**src/rtl/la_rxdiff_pkg.sv**
```systemverilog
// Shared types for the differential receiver conditioner: FSM states,
// symbol codes and the zp/zn pair classification.
package la_rxdiff_pkg;

   typedef enum logic [1:0] {
      ST_OFF   = 2'd0,
      ST_ACQ   = 2'd1,
      ST_LOCK  = 2'd2,
      ST_FAULT = 2'd3
   } state_t;

   typedef enum logic [1:0] {
      SYM_ZERO = 2'd0,
      SYM_ONE  = 2'd1,
      SYM_INV  = 2'd2
   } sym_t;

   // {zp, zn} encodings of the two legal differential states
   localparam logic [1:0] PAIR_ONE  = 2'b10;
   localparam logic [1:0] PAIR_ZERO = 2'b01;

   function automatic sym_t classify(input logic p, input logic n);
      sym_t s;
      case ({p, n})
         PAIR_ONE:  s = SYM_ONE;
         PAIR_ZERO: s = SYM_ZERO;
         default:   s = SYM_INV;
      endcase
      return s;
   endfunction

endpackage

```
**src/rtl/la_rxdiff_if.sv**
```systemverilog
// Pad-side and core-side signal bundle of la_rxdiff_filter.
// slave = the conditioner, master = whatever drives en/clr and the pad legs.
interface la_rxdiff_if #(
   parameter int CNTW = 8
);
   logic            en;
   logic            ie;
   logic            zp;
   logic            zn;
   logic            clr;
   logic            z;
   logic            valid;
   logic            err;
   logic [CNTW-1:0] errcnt;
   logic            rise;
   logic            fall;

   modport slave (
      input  en, zp, zn, clr,
      output ie, z, valid, err, errcnt, rise, fall
   );

   modport master (
      output en, zp, zn, clr,
      input  ie, z, valid, err, errcnt, rise, fall
   );
endinterface

```
**src/rtl/la_rxdiff_sync.sv**
```systemverilog
// SYNCW-deep single-bit synchronizer with synchronous clear.
module la_rxdiff_sync #(
   parameter int SYNCW = 2
) (
   input  logic clk,
   input  logic srst,
   input  logic d,
   output logic q
);
   logic [SYNCW-1:0] sync_reg;

   generate
      for (genvar gi = 0; gi < SYNCW; gi++) begin : g_stage
         always_ff @(posedge clk) begin
            if (srst)
               sync_reg[gi] <= 1'b0;
            else if (gi == 0)
               sync_reg[gi] <= d;
            else
               sync_reg[gi] <= sync_reg[(gi == 0) ? 0 : gi-1];
         end
      end
   endgenerate

   assign q = sync_reg[SYNCW-1];
endmodule

```
**src/rtl/la_rxdiff_filter.sv**
```systemverilog
// Differential receiver conditioner: sync, classify, glitch-filter, lock FSM.
// Define LA_RXDIFF_EDGE_EN to build the rise/fall edge pulse outputs.
module la_rxdiff_filter
   import la_rxdiff_pkg::*;
#(
   parameter int SYNCW = 2,
   parameter int FILT  = 4,
   parameter int CNTW  = 8
) (
   input  logic       clk,
   input  logic       rst,
   la_rxdiff_if.slave bus
);
   localparam int            CW      = (FILT > 1) ? $clog2(FILT) : 1;
   localparam logic [CW-1:0] CNT_MAX = CW'(FILT - 1);

   logic            sync_clr, zp_s, zn_s;
   sym_t            sym, cand_reg, cand_next;
   state_t          state_reg, state_next;
   logic [CW-1:0]   cnt_reg, cnt_next;
   logic            filter_run, commit, data_commit, inv_commit, fault_entry;
   logic            ie_reg, z_reg, z_next, err_reg, valid;
   logic [CNTW-1:0] errcnt_reg;

   // Legs are meaningless while the receiver is disabled, so the
   // synchronizers restart from zero on every enable.
   assign sync_clr = rst | ~bus.en;

   la_rxdiff_sync #(.SYNCW(SYNCW)) u_sync_p (.clk(clk), .srst(sync_clr), .d(bus.zp), .q(zp_s));
   la_rxdiff_sync #(.SYNCW(SYNCW)) u_sync_n (.clk(clk), .srst(sync_clr), .d(bus.zn), .q(zn_s));

   assign sym        = classify(zp_s, zn_s);
   assign filter_run = bus.en && (state_reg != ST_OFF);

   // cnt holds run length minus one; a commit fires on every sample that
   // completes (or extends) a run of FILT identical symbols.
   always_comb begin
      cand_next = cand_reg;
      cnt_next  = cnt_reg;
      commit    = 1'b0;
      if (!filter_run) begin
         cand_next = SYM_INV;
         cnt_next  = '0;
      end else if (sym != cand_reg) begin
         cand_next = sym;
         cnt_next  = '0;
         commit    = (FILT == 1);
      end else begin
         if (cnt_reg != CNT_MAX)
            cnt_next = cnt_reg + 1'b1;
         commit = (cnt_next == CNT_MAX);
      end
   end

   assign data_commit = commit && (cand_next != SYM_INV);
   assign inv_commit  = commit && (cand_next == SYM_INV);
   assign fault_entry = inv_commit && ((state_reg == ST_ACQ) || (state_reg == ST_LOCK));

   always_ff @(posedge clk) begin
      if (rst)
         state_reg <= ST_OFF;
      else
         state_reg <= state_next;
   end

   always_comb begin
      state_next = state_reg;
      if (!bus.en) begin
         state_next = ST_OFF;
      end else begin
         case (state_reg)
            ST_OFF: state_next = ST_ACQ;
            ST_ACQ, ST_LOCK, ST_FAULT: begin
               if (data_commit)
                  state_next = ST_LOCK;
               else if (inv_commit)
                  state_next = ST_FAULT;
            end
            default: state_next = ST_OFF;
         endcase
      end
   end

   always_comb begin
      valid = (state_reg == ST_LOCK);
   end

   always_comb begin
      z_next = z_reg;
      if (!bus.en)
         z_next = 1'b0;
      else if (data_commit)
         z_next = (cand_next == SYM_ONE);
   end

   always_ff @(posedge clk) begin
      if (rst) begin
         ie_reg     <= 1'b0;
         z_reg      <= 1'b0;
         cand_reg   <= SYM_INV;
         cnt_reg    <= '0;
         err_reg    <= 1'b0;
         errcnt_reg <= '0;
      end else begin
         ie_reg   <= bus.en;
         z_reg    <= z_next;
         cand_reg <= cand_next;
         cnt_reg  <= cnt_next;
         // A fault entry beats clr, so the coincident case reads as one fresh fault
         if (fault_entry) begin
            err_reg <= 1'b1;
            if (bus.clr)
               errcnt_reg <= CNTW'(1);
            else if (errcnt_reg != '1)
               errcnt_reg <= errcnt_reg + 1'b1;
         end else if (bus.clr) begin
            err_reg    <= 1'b0;
            errcnt_reg <= '0;
         end
      end
   end

   assign bus.ie     = ie_reg;
   assign bus.z      = z_reg;
   assign bus.valid  = valid;
   assign bus.err    = err_reg;
   assign bus.errcnt = errcnt_reg;

`ifdef LA_RXDIFF_EDGE_EN
   logic rise_reg, fall_reg;

   // Only data commits move z towards a pulse; the forced z=0 on disable does not.
   always_ff @(posedge clk) begin
      if (rst) begin
         rise_reg <= 1'b0;
         fall_reg <= 1'b0;
      end else begin
         rise_reg <= data_commit && z_next && !z_reg;
         fall_reg <= data_commit && !z_next && z_reg;
      end
   end

   assign bus.rise = rise_reg;
   assign bus.fall = fall_reg;
`else
   assign bus.rise = 1'b0;
   assign bus.fall = 1'b0;
`endif

endmodule
```
**src/flat_wrapper.sv**
```systemverilog
// flat-port wrapper written by rule: the top's interface ports become plain ports
module la_rxdiff_filter_flat import la_rxdiff_pkg::*;
#(
   parameter int SYNCW = 2,
   parameter int FILT  = 4,
   parameter int CNTW  = 8
)
  (clk, rst, bus_en, bus_zp, bus_zn, bus_clr, bus_ie, bus_z, bus_valid, bus_err, bus_errcnt, bus_rise, bus_fall);
  la_rxdiff_if #(.CNTW(CNTW)) bus_i ();
  input  logic clk;
  input  logic rst;
  input wire logic [$bits(bus_i.en)-1:0] bus_en;
  input wire logic [$bits(bus_i.zp)-1:0] bus_zp;
  input wire logic [$bits(bus_i.zn)-1:0] bus_zn;
  input wire logic [$bits(bus_i.clr)-1:0] bus_clr;
  output wire logic [$bits(bus_i.ie)-1:0] bus_ie;
  output wire logic [$bits(bus_i.z)-1:0] bus_z;
  output wire logic [$bits(bus_i.valid)-1:0] bus_valid;
  output wire logic [$bits(bus_i.err)-1:0] bus_err;
  output wire logic [$bits(bus_i.errcnt)-1:0] bus_errcnt;
  output wire logic [$bits(bus_i.rise)-1:0] bus_rise;
  output wire logic [$bits(bus_i.fall)-1:0] bus_fall;
  assign bus_i.en = bus_en;
  assign bus_i.zp = bus_zp;
  assign bus_i.zn = bus_zn;
  assign bus_i.clr = bus_clr;
  assign bus_ie = bus_i.ie;
  assign bus_z = bus_i.z;
  assign bus_valid = bus_i.valid;
  assign bus_err = bus_i.err;
  assign bus_errcnt = bus_i.errcnt;
  assign bus_rise = bus_i.rise;
  assign bus_fall = bus_i.fall;
  la_rxdiff_filter #(.SYNCW(SYNCW), .FILT(FILT), .CNTW(CNTW)) u_core (.clk(clk), .rst(rst), .bus(bus_i));
endmodule
```
**config.mk**
```make
export PLATFORM = sky130hd
export DESIGN_NAME = la_rxdiff_filter_flat
export DESIGN_NICKNAME = d
export VERILOG_FILES = /design/src/rtl/la_rxdiff_pkg.sv /design/src/rtl/la_rxdiff_if.sv /design/src/rtl/la_rxdiff_sync.sv /design/src/rtl/la_rxdiff_filter.sv /design/src/flat_wrapper.sv
export SDC_FILE = /design/constraint.sdc
export NUM_CORES = 1
export LEC_CHECK = 0
export CORE_MARGIN = 2
export CORE_UTILIZATION = 35
export DETAILED_ROUTE_END_ITERATION = 10
export GPL_ROUTABILITY_DRIVEN = 0
export GPL_TIMING_DRIVEN = 0
export SLEW_MARGIN = 20
export SYNTH_ARGS = -nofsm -noshare
export SYNTH_HDL_FRONTEND = slang
export SYNTH_HIERARCHICAL = 1
export SYNTH_SLANG_ARGS = --single-unit
```
**constraint.sdc**
```tcl
create_clock -name clk -period 1.71 [get_ports clk]
set_input_delay 0.171 -clock clk [delete_from_list [all_inputs] [get_ports clk]]
set_output_delay 0.171 -clock clk [all_outputs]
set_load 0.05 [all_outputs]
```
* Word level (Yosys, flattened, before mapping)
Index checks and enable logic that the tools add are counted.
** Operators by class
- Add/subtract/negate cells :: 2
- Mux-type cells :: 17
- Reductions and logical operators :: 13
- Bitwise operators :: 3
- Equality and inequality tests :: 13
** Operator list (count)
- $mux W8 :: 4
- $mux W2 :: 7
- $eq A2 B2 Y1 const B :: 5
- $add A8 B1 Y8 const B :: 1
- $ne A8 B8 Y1 const B :: 1
- $pmux W2 S2 :: 2
- $eq A2 B1 Y1 const B :: 3
- $reduce_bool A2 Y1 :: 3
- $reduce_or A3 Y1 :: 2
- $logic_and A1 B1 Y1 :: 4
- $mux W1 :: 4
- $ne A2 B2 Y1 const B :: 2
- $ne A3 B1 Y1 const B :: 1
- $add A2 B1 Y2 const B :: 1
- $logic_not A2 Y1 :: 1
- $ne A2 B2 Y1 :: 1
- $not A1 Y1 :: 2
- $reduce_and A2 Y1 :: 1
- $reduce_or A2 Y1 :: 1
- $logic_or A1 B1 Y1 :: 1
- $or A1 B1 Y1 :: 1
** Storage, ports and cells
- Bits in registers :: 21
- Bits of input ports :: 6

* Depth between registers and ports, before layout
Gate-level depths: netlist (run 1).
- Word-level depth :: 12
- Depth in mapped cells :: 7
- Mapped depth without buffers :: 6

* Modules after synthesis
Netlist (run 1), hierarchy kept.
** Modules (own cells, without submodules)
- la_rxdiff_filter :: cells an instance 94, area each 857.1 um^2, times used 1, sequential area each 340.3 um^2
- la_rxdiff_sync :: cells an instance 4, area each 52.6 um^2, times used 2, sequential area each 40.0 um^2

* Least setup slack after synthesis (run 1)
OpenSTA, ideal clock, no wires.
- Path type :: register -> register
- Start :: register u_core.errcnt_reg[0], in the netlist u_core/bus.errcnt[0]
- End :: register u_core.errcnt_reg[4], in the netlist u_core/bus.errcnt[4]
- Clock period less this slack :: 1825 ps
- Data arrival time :: 1755 ps
- Data required time :: 1640 ps
- Stages on the path, launching flop included :: 5
- Slack :: -115 ps
- Cells stage by stage :: dfxtp_1 > ha_1 > nand3_1 > or4_1 > a21oi_1
** Between the ends
- Longest elaborated chain between the ends :: 4
- Elaborated cells on any way between the ends :: 7
- Those cells by class :: add/sub: 1; eq/ne: 1; mux: 3; reduce/logical: 2
** Ends and longest elaborated chain
- start: declaration :: line la_rxdiff_filter.sv:23 : logic [CNTW-1:0] errcnt_reg;
- start signal: assignment :: line la_rxdiff_filter.sv:115 : errcnt_reg <= errcnt_reg + 1'b1;
- $add A8 B1 Y8 :: line la_rxdiff_filter.sv:115
- $mux W8 :: line la_rxdiff_filter.sv:114 : else if (errcnt_reg != '1)
- $mux W8 :: line la_rxdiff_filter.sv:112 : if (bus.clr)
- $mux W8 :: line la_rxdiff_filter.sv:110 : if (fault_entry) begin
Several ways; a longest one is shown, not always the timed one. The select of a mux whose other input is x is not followed.
A chain may end at the register's enable or synchronous reset.

* Worst setup path after layout (run 1)
- Start :: register u_core.errcnt_reg[1], in the netlist u_core/bus.errcnt[1]
- End :: output bus_errcnt[1]
** RTL lines
- end: declaration :: line flat_wrapper.sv:20 : output wire logic [$bits(bus_i.errcnt)-1:0] bus_errcnt;
No word-level cell between the ends.

==> results by group, run 1 <==
Synth
  – Ranking of synthesized cells by area: dfxtp_1 (44%), ha_1 (6.5%), nor2b_1 (3.9%)
  – Sequential element share of the synthesized area: a little over two fifths
  – Cell count after synthesis: between 100 and 150
  – Number of synthesized register bits: 21
  – Number of synthesized flops with an enable pin: 0
  – Mean Syn Cell Area: ~9.4 um2
  – Synthesized area: ~960 um2
  – Async S/R FF share, synth: 0%
  – Unique masters post-synth: 37
  – Synth area leader: dfxtp_1
  – Synth top cells by count: dfxtp_1 (21), a21oi_1 (7), inv_1 (6), nor2_1 (6), nor2b_1 (6)
  – Yosys warns: 6
  – Most common cell in the netlist: dfxtp_1
  – Share of the synthesized area in the top cell type: between 40% and 50%
  – Top_reg_cell synth: dfxtp_1

Routing
  – Final wirelength: 2020 um
  – Routed len/inst: around 12 um
  – Drt pass-1 iters: 5
  – Initial DRC count: 24
  – Vias: roughly 840
  – DRT antenna net count: 0
  – Residual DRC count: 0
  – Avg Vias per Cell: 5.17

Timing
  – RSZ-0062 raised after global routing: true
  – Least-Margin Pin Slew: around 0.50 ns
  – Clk_skew: 0.00355 ns
  – Slew headroom: around two thirds
  – Slew Viols, Final: 0
  – Max Fclk: approximately 610 MHz
  – Endpoints failing hold: 0
  – Setup TNS Final: 0 ns
  – Final min period: around 1.6 ns
  – Setup-failing EPs final: 0
  – Hold_ws: between 0.3 and 0.4 ns
  – Final Cycle Share: a little over nine tenths

Die
  – Initial core utilization: 35.8%
  – Die ar.: around 0.0032 mm2
  – Die width: roughly 56 um
  – Core outline area: 0.00269 mm2
  – FP Rows: 19
  – Die Span Y: 56.4 um
  – Top-level I/O count: 20

GRT
  – Initial antenna violation count: 0
  – GRT Resource Usage Total: approximately 13%
  – Vias in the first global route: around 740
  – Gr ovfl total: 0
  – Global-route wire length before repair: ~3200 um
  – Largest net degree at the start of global routing: 13

Critical path
  – Worst setup EP type: output pin
  – WP buf/inv: 1
  – Reg2reg start: u_core/u_sync_n/q
  – Top Family by Delay on Critical Path: buffers and inverters
  – Critical Path RT: about 1.5 ns
  – Critical path type: reg2out
  – Crit-path max FO: 4
  – Cells along the critical path: clkdlybuf4s50_1
  – CP max-delay cell: clkdlybuf4s50_1
  – CP Data Arrival Time: roughly 1.5 ns
  – Worst path max stage delay: ~0.80 ns
  – Worst Setup SP: u_core/bus.errcnt[1]
  – CP Launch Type: flop

Clocking
  – Cell chosen for the clock root: clkbuf_4
  – Later-pin clock latency in the skew report: 0.31 ns
  – Num CTS Buffers: 3
  – CTS Hold Bufs: 0
  – CTS tree: done
  – H-Tree Level Count: 1
  – Clock sink count: 21
  – Clk buf depth: 2
  – Reg clk slew, reported paths: 0.12 ns

Power
  – Worst VDD drop: 0.493 mV
  – Power per cell area: 627 mW/mm2
  – Leak: 0.531 nW

Hold path
  – Worst Hold Class: in2reg
  – Hold Path Origin: bus_zn

Cells and area
  – FILL cells: roughly 280
  – Number of flip-flops in the largest register: 8
  – Area delta synth->final: 34.7%
  – Share of cells above drive strength 1: 23.5%
  – # diodes: 0
  – Final #Nets: around 140

Run status
  – Outcome: completed

Placed design
  – HPWL after DPL: 1310 um
  – IO Port Bufs: 17

Run
  – Maxcap violations: 0
[cells in the final DEF (no fill, tap or decap), types with 2 or more instances in the layout]
cell and instances:
a21oi_1 7, a41oi_1 2, and3_1 2, and3b_1 2, and4_1 2, buf_4 10, clkbuf_4 3, clkdlybuf4s50_1 9
conb_1 2, dfxtp_1 17, dfxtp_2 4, dlygate4sd2_1 7, ha_1 2, ha_4 2, inv_1 4, inv_2 2
nand2_1 4, nand4_1 3, nor2_1 6, nor2b_1 6, nor3_1 3, nor4_1 2, o21ai_0 5, o31ai_1 2
xnor2_2 2
[worst paths after layout]
check                                              endpoint  slack [ns]  depth (start not counted)
worst min-delay path            u_core/u_sync_n/sync_reg[0]        0.40                          2
worst min register to register            u_core/u_sync_p/q        0.45                          1
worst max register to register         u_core/bus.errcnt[5]        0.06                          7
worst max-delay path                          bus_errcnt[1]        0.06                          1
[layer usage]
metal  global-route usage [%]  wire (um)  vias to the layer above
met5                        0          0                        -
met4                     5.10         34                        0
met3                     5.07        106                        5
met2                     20.8        971                       22
met1                     14.8        908                      384
li1                         -          -                      432
[cell families (layout without fill, tap and decap cells)]
family	after synthesis	after routing	synth area share, %
AND/OR/NAND/NOR	41	41	25.8
AO/OA/AOI/OAI	23	23	15.9
flip-flops	21	21	43.7
buffers and inverters	9	38	4.42
adder cells (fa/ha/maj)	5	5	6.50
XOR/XNOR	2	2	3.38
other	1	2	0.390
[metrics by stage]
stage	util (%)	power (mW)	instances	worst slack (ns)	cell area [um2]
3_5_place_dp	43.8	0.570	151	-0.102	1180
5_1_grt	48.3	0.847	163	-0.0356	1300
3_3_place_gp	43.8	0.569	151	-0.0799	1180
4_1_cts	46.3	0.824	157	0.0198	1240
6_report	48.3	0.813	163	0.0606	1300
2_1_floorplan	-	0.548	103	0.0213	968
[layout make-up]
cell class,count,area (um2),share of cell area (%)
Multi-Input combinational cell,73,532,41.0
Sequential cell,21,425,32.8
Timing Repair Buffer,25,224,17.3
Tap cell,31,38.8,2.99
Buffer,3,26.3,2.03
Clock buffer,3,22.5,1.74
Inverter,6,22.5,1.74
Clock inverter,1,5.00,0.386
[worst reg2reg max path: stages (launching register included)]
cell     delay [ns]
dfxtp_1        0.32
inv_1          0.07
ha_4           0.30
and3b_1        0.18
nand4_1        0.12
buf_6          0.16
or3_1          0.33
a21oi_1        0.12
[power breakdown]
part	total (mW)	internal, mW	switching [mW]
logic	0.0719	0.0339	0.0381
registers	0.498	0.495	0.00227
clock network	0.243	0.0875	0.156
total	0.813	0.617	0.196
[timing repair]
item | in CTS | in global routing
resized for setup | 14 | 5
endpoints found under the setup margin | 10 | 7
pin swaps | 4 | 4
buffers inserted | 2 | 6
No activity file was read; power rests on OpenSTA's default activity.
==> run 2: changes to the inputs <==
Settings changed: GPL_ROUTABILITY_DRIVEN 0 to default, SYNTH_HIERARCHICAL 1 to default.
==> results by group, run 2 <==
Timing
  – Endpoints failing hold: 0 (unchanged)
  – Final Cycle Share: 98.8% (+2.3 points)
  – Clk_skew: 0.00337 ns (-0.000183 ns)
  – Slew Viols, Final: 0 (unchanged)
  – Hold_ws: 0.403 ns (+0.00622 ns)
  – Setup WS post-layout: 0.0207 ns (-0.0399 ns)
  – Slew headroom: 66.6% (+0.26 points)
  – RSZ-0062 raised after global routing: true
  – Final min period: 1.69 ns (+0.0399 ns)
  – Setup-failing EPs final: 0 (unchanged)
  – Setup TNS Final: 0 ns (unchanged)
  – Max Fclk: 592 MHz (-2.4%)
  – Least-Margin Pin Slew: 0.500 ns (-0.00463 ns)

Die
  – Top-level I/O count: 20 (unchanged)
  – Die Span Y: 57.2 um (+1.3%)
  – Core outline area: 0.00271 mm2 (+0.88%)
  – Die ar.: 0.00327 mm2 (+2.7%)
  – FP Rows: 19 (unchanged)
  – Initial core utilization: 36.5% (+0.70 points)
  – Die width: 57.2 um (+1.3%)

Routing
  – Avg Vias per Cell: 5.16 (-0.14%)
  – Residual DRC count: 0 (unchanged)
  – Initial DRC count: 20 (-17%)
  – Final wirelength: 2100 um (+3.9%)
  – Vias: 847 (+0.47%)
  – DRT antenna net count: 0 (unchanged)
  – Routed len/inst: 12.8 um (+3.2%)
  – Drt pass-1 iters: 4 (-1)

Run status
  – Outcome: completed

Clocking
  – Clock sink count: 21 (unchanged)
  – Clk buf depth: 2 (unchanged)
  – Cell chosen for the clock root: clkbuf_4
  – Reg clk slew, reported paths: 0.13 ns (about the same)
  – Num CTS Buffers: 3 (unchanged)
  – H-Tree Level Count: 1 (unchanged)
  – Later-pin clock latency in the skew report: 0.32 ns (about the same)
  – CTS tree: done
  – CTS Hold Bufs: 0 (unchanged)

Critical path
  – R2R Path End: u_core.bus.errcnt[7]
  – R2R Setup Slk: 0.02 ns (-0.04 ns)
  – Worst setup EP type: flop
  – CP Launch Type: flop
  – CP Data Arrival Time: 1.95 ns (+0.47 ns)
  – Crit-path max FO: 5 (+1)
  – Reg2reg start: u_core.state_reg[1]
  – Worst reg2reg path depth: 7 (unchanged)
  – Critical path type: reg2reg
  – Critical Path RT: 1.97 ns (+0.43 ns)

Cells and area
  – Number of flip-flops in the largest register: 8 (unchanged)
  – Commonest non-fill, non-tap cells in the layout: dfxtp_1 (15), dlygate4sd2_1 (9), clkdlybuf4s50_1 (8), a21oi_1 (7), dfxtp_2 (6)
  – Final #Nets: 146 (+1.4%)
  – Area occupied by multi-input gates: 593 um2 (+12%)
  – Most common cell after layout, fill and taps aside: dfxtp_1
  – Area delta synth->final: 34.6% (about the same)
  – FILL cells: 279 (-1.1%)
  – # diodes: 0 (unchanged)
  – Storage cell area: 428 um2 (+0.59%)
  – Share of cells above drive strength 1: 27.1% (+3.6 points)
  – End-of-flow core utilization: 49.2% (+0.92 points)

Synth
  – Ranking of synthesized cells by area: dfxtp_1 (42%), ha_1 (7.6%), a21oi_1 (4.0%)
  – Sequential element share of the synthesized area: 42.5% (-1.2 points)
  – Yosys warns: 0 (-6)
  – Number of synthesized register bits: 21 (unchanged)
  – Most common cell in the netlist: dfxtp_1
  – Mean Syn Cell Area: 9.25 um2 (-1.9%)
  – Synth top cells by count: dfxtp_1 (21), a21oi_1 (8), inv_1 (7)
  – Top_reg_cell synth: dfxtp_1
  – Synth area leader: dfxtp_1
  – Async S/R FF share, synth: 0% (unchanged)
  – Synthesized area: 990 um2 (+2.9%)
  – Share of the synthesized area in the top cell type: 42.5% (-1.2 points)
  – Unique masters post-synth: 39 (+5.4%)
  – Cell count after synthesis: 107 (+4.9%)
  – Number of synthesized flops with an enable pin: 0 (unchanged)

Hold path
  – Hold Crit Depth: 2 (unchanged)
  – Hold Crit Endpoint: u_core.u_sync_n.sync_reg[0]
  – Worst Hold Class: in2reg
  – Hold Path Origin: bus_zn

Placed design
  – HPWL after DPL: 1460 um (+12%)
  – RePlAce Congestion: between 0.7 and 0.8
  – IO Port Bufs: 17 (unchanged)
  – Worst slack, placed: -0.150 ns (-0.0485 ns)

GRT
  – Gr ovfl total: 0 (unchanged)
  – Global-route wire length before repair: 3420 um (+6.7%)
  – Vias in the first global route: 775 (+5.3%)
  – Initial antenna violation count: 0 (unchanged)
  – Largest net degree at the start of global routing: 14 (+1)
  – GRT Resource Usage Total: 13.3% (+0.59 points)

Run
  – Maxcap violations: 0 (unchanged)

Power
  – Power per cell area: 620 mW/mm2 (-1.2%)
  – Worst VDD drop: 0.591 mV (+20%)
  – Leak: 0.513 nW (-3.3%)
==> run 2: worst max-delay path by stage <==
stage,startpoint,endpoint,slack [ns]
floorplan,u_core.bus.errcnt[3],u_core.bus.errcnt[5],0.003
global placement,u_core.u_sync_n.q,u_core.bus.errcnt[7],-0.10
detailed placement,u_core.u_sync_n.q,u_core.bus.errcnt[5],-0.15
CTS,u_core.u_sync_n.q,u_core.bus.errcnt[7],-0.03
global route,u_core.u_sync_n.q,u_core.bus.errcnt[7],-0.04
finish,u_core.state_reg[1],u_core.bus.errcnt[7],0.02
==> run 2: per-layer routing <==
| layer | part of all wire [%] | global-route usage, % | wire length, um | vias up |
|---|---|---|---|---|
| met5 | 0 | 0 | 0 | - |
| met4 | 0.62 | 2.99 | 13 | 0 |
| met3 | 6.0 | 4.76 | 126 | 3 |
| met2 | 49 | 24.8 | 1040 | 24 |
| met1 | 44 | 14.4 | 923 | 387 |
| li1 | - | - | - | 433 |
==> run 2: cell type report <==
cell class / instances / area share (%)
clock inverter: 1 / 0.563
buffer: 4 / 2.25
timing repair buffer: 21 / 14.0
clock buffer: 3 / 1.69
inverter: 7 / 1.97
multi-input combinational: 76 / 44.5
sequential: 21 / 32.1
tap: 31 / 2.91
==> run 2: cells by family after synthesis <==
logic type                 share of synthesized area, %
and+or+nand+nor                                    27.4
DFF                                                42.5
buffers and inverters                              5.06
xor gates and xnor gates                           3.29
other                                             0.379
AOI/OAI and AO/OA                                  13.8
adders and majority gates                          7.59
==> run 2: where the power goes <==
part / internal (mW) / switching, mW
sequential: 0.495 / 0.00253
clock: 0.0895 / 0.168
combinational: 0.0305 / 0.0393
total: 0.615 / 0.210
==> run 2: repair_timing <==
item	CTS	global route
pin swaps	5	8
endpoints found under the hold margin	0	0
endpoints found under the setup margin	15	8
cloned	0	1
resized for setup	18	14
setup buffers	1	2
==> run 2: stage by stage <==
| step | total power [mW] | instances | area (um2) |
|---|---|---|---|
| after global routing | 0.860 | 164 | 1330 |
| after floorplan | 0.550 | 108 | 997 |
| after global placement | 0.571 | 156 | 1210 |
| after CTS | 0.834 | 161 | 1260 |
| after detailed placement | 0.573 | 156 | 1210 |
| final | 0.826 | 164 | 1330 |
==> run 2: worst max-delay path, cell delays in order, from the launching register on <==
cell	delay, ns
dfxtp_2	0.37
inv_2	0.04
ha_2	0.30
and3b_2	0.21
nand4_4	0.12
buf_6	0.16
or3_4	0.32
a21oi_2	0.11
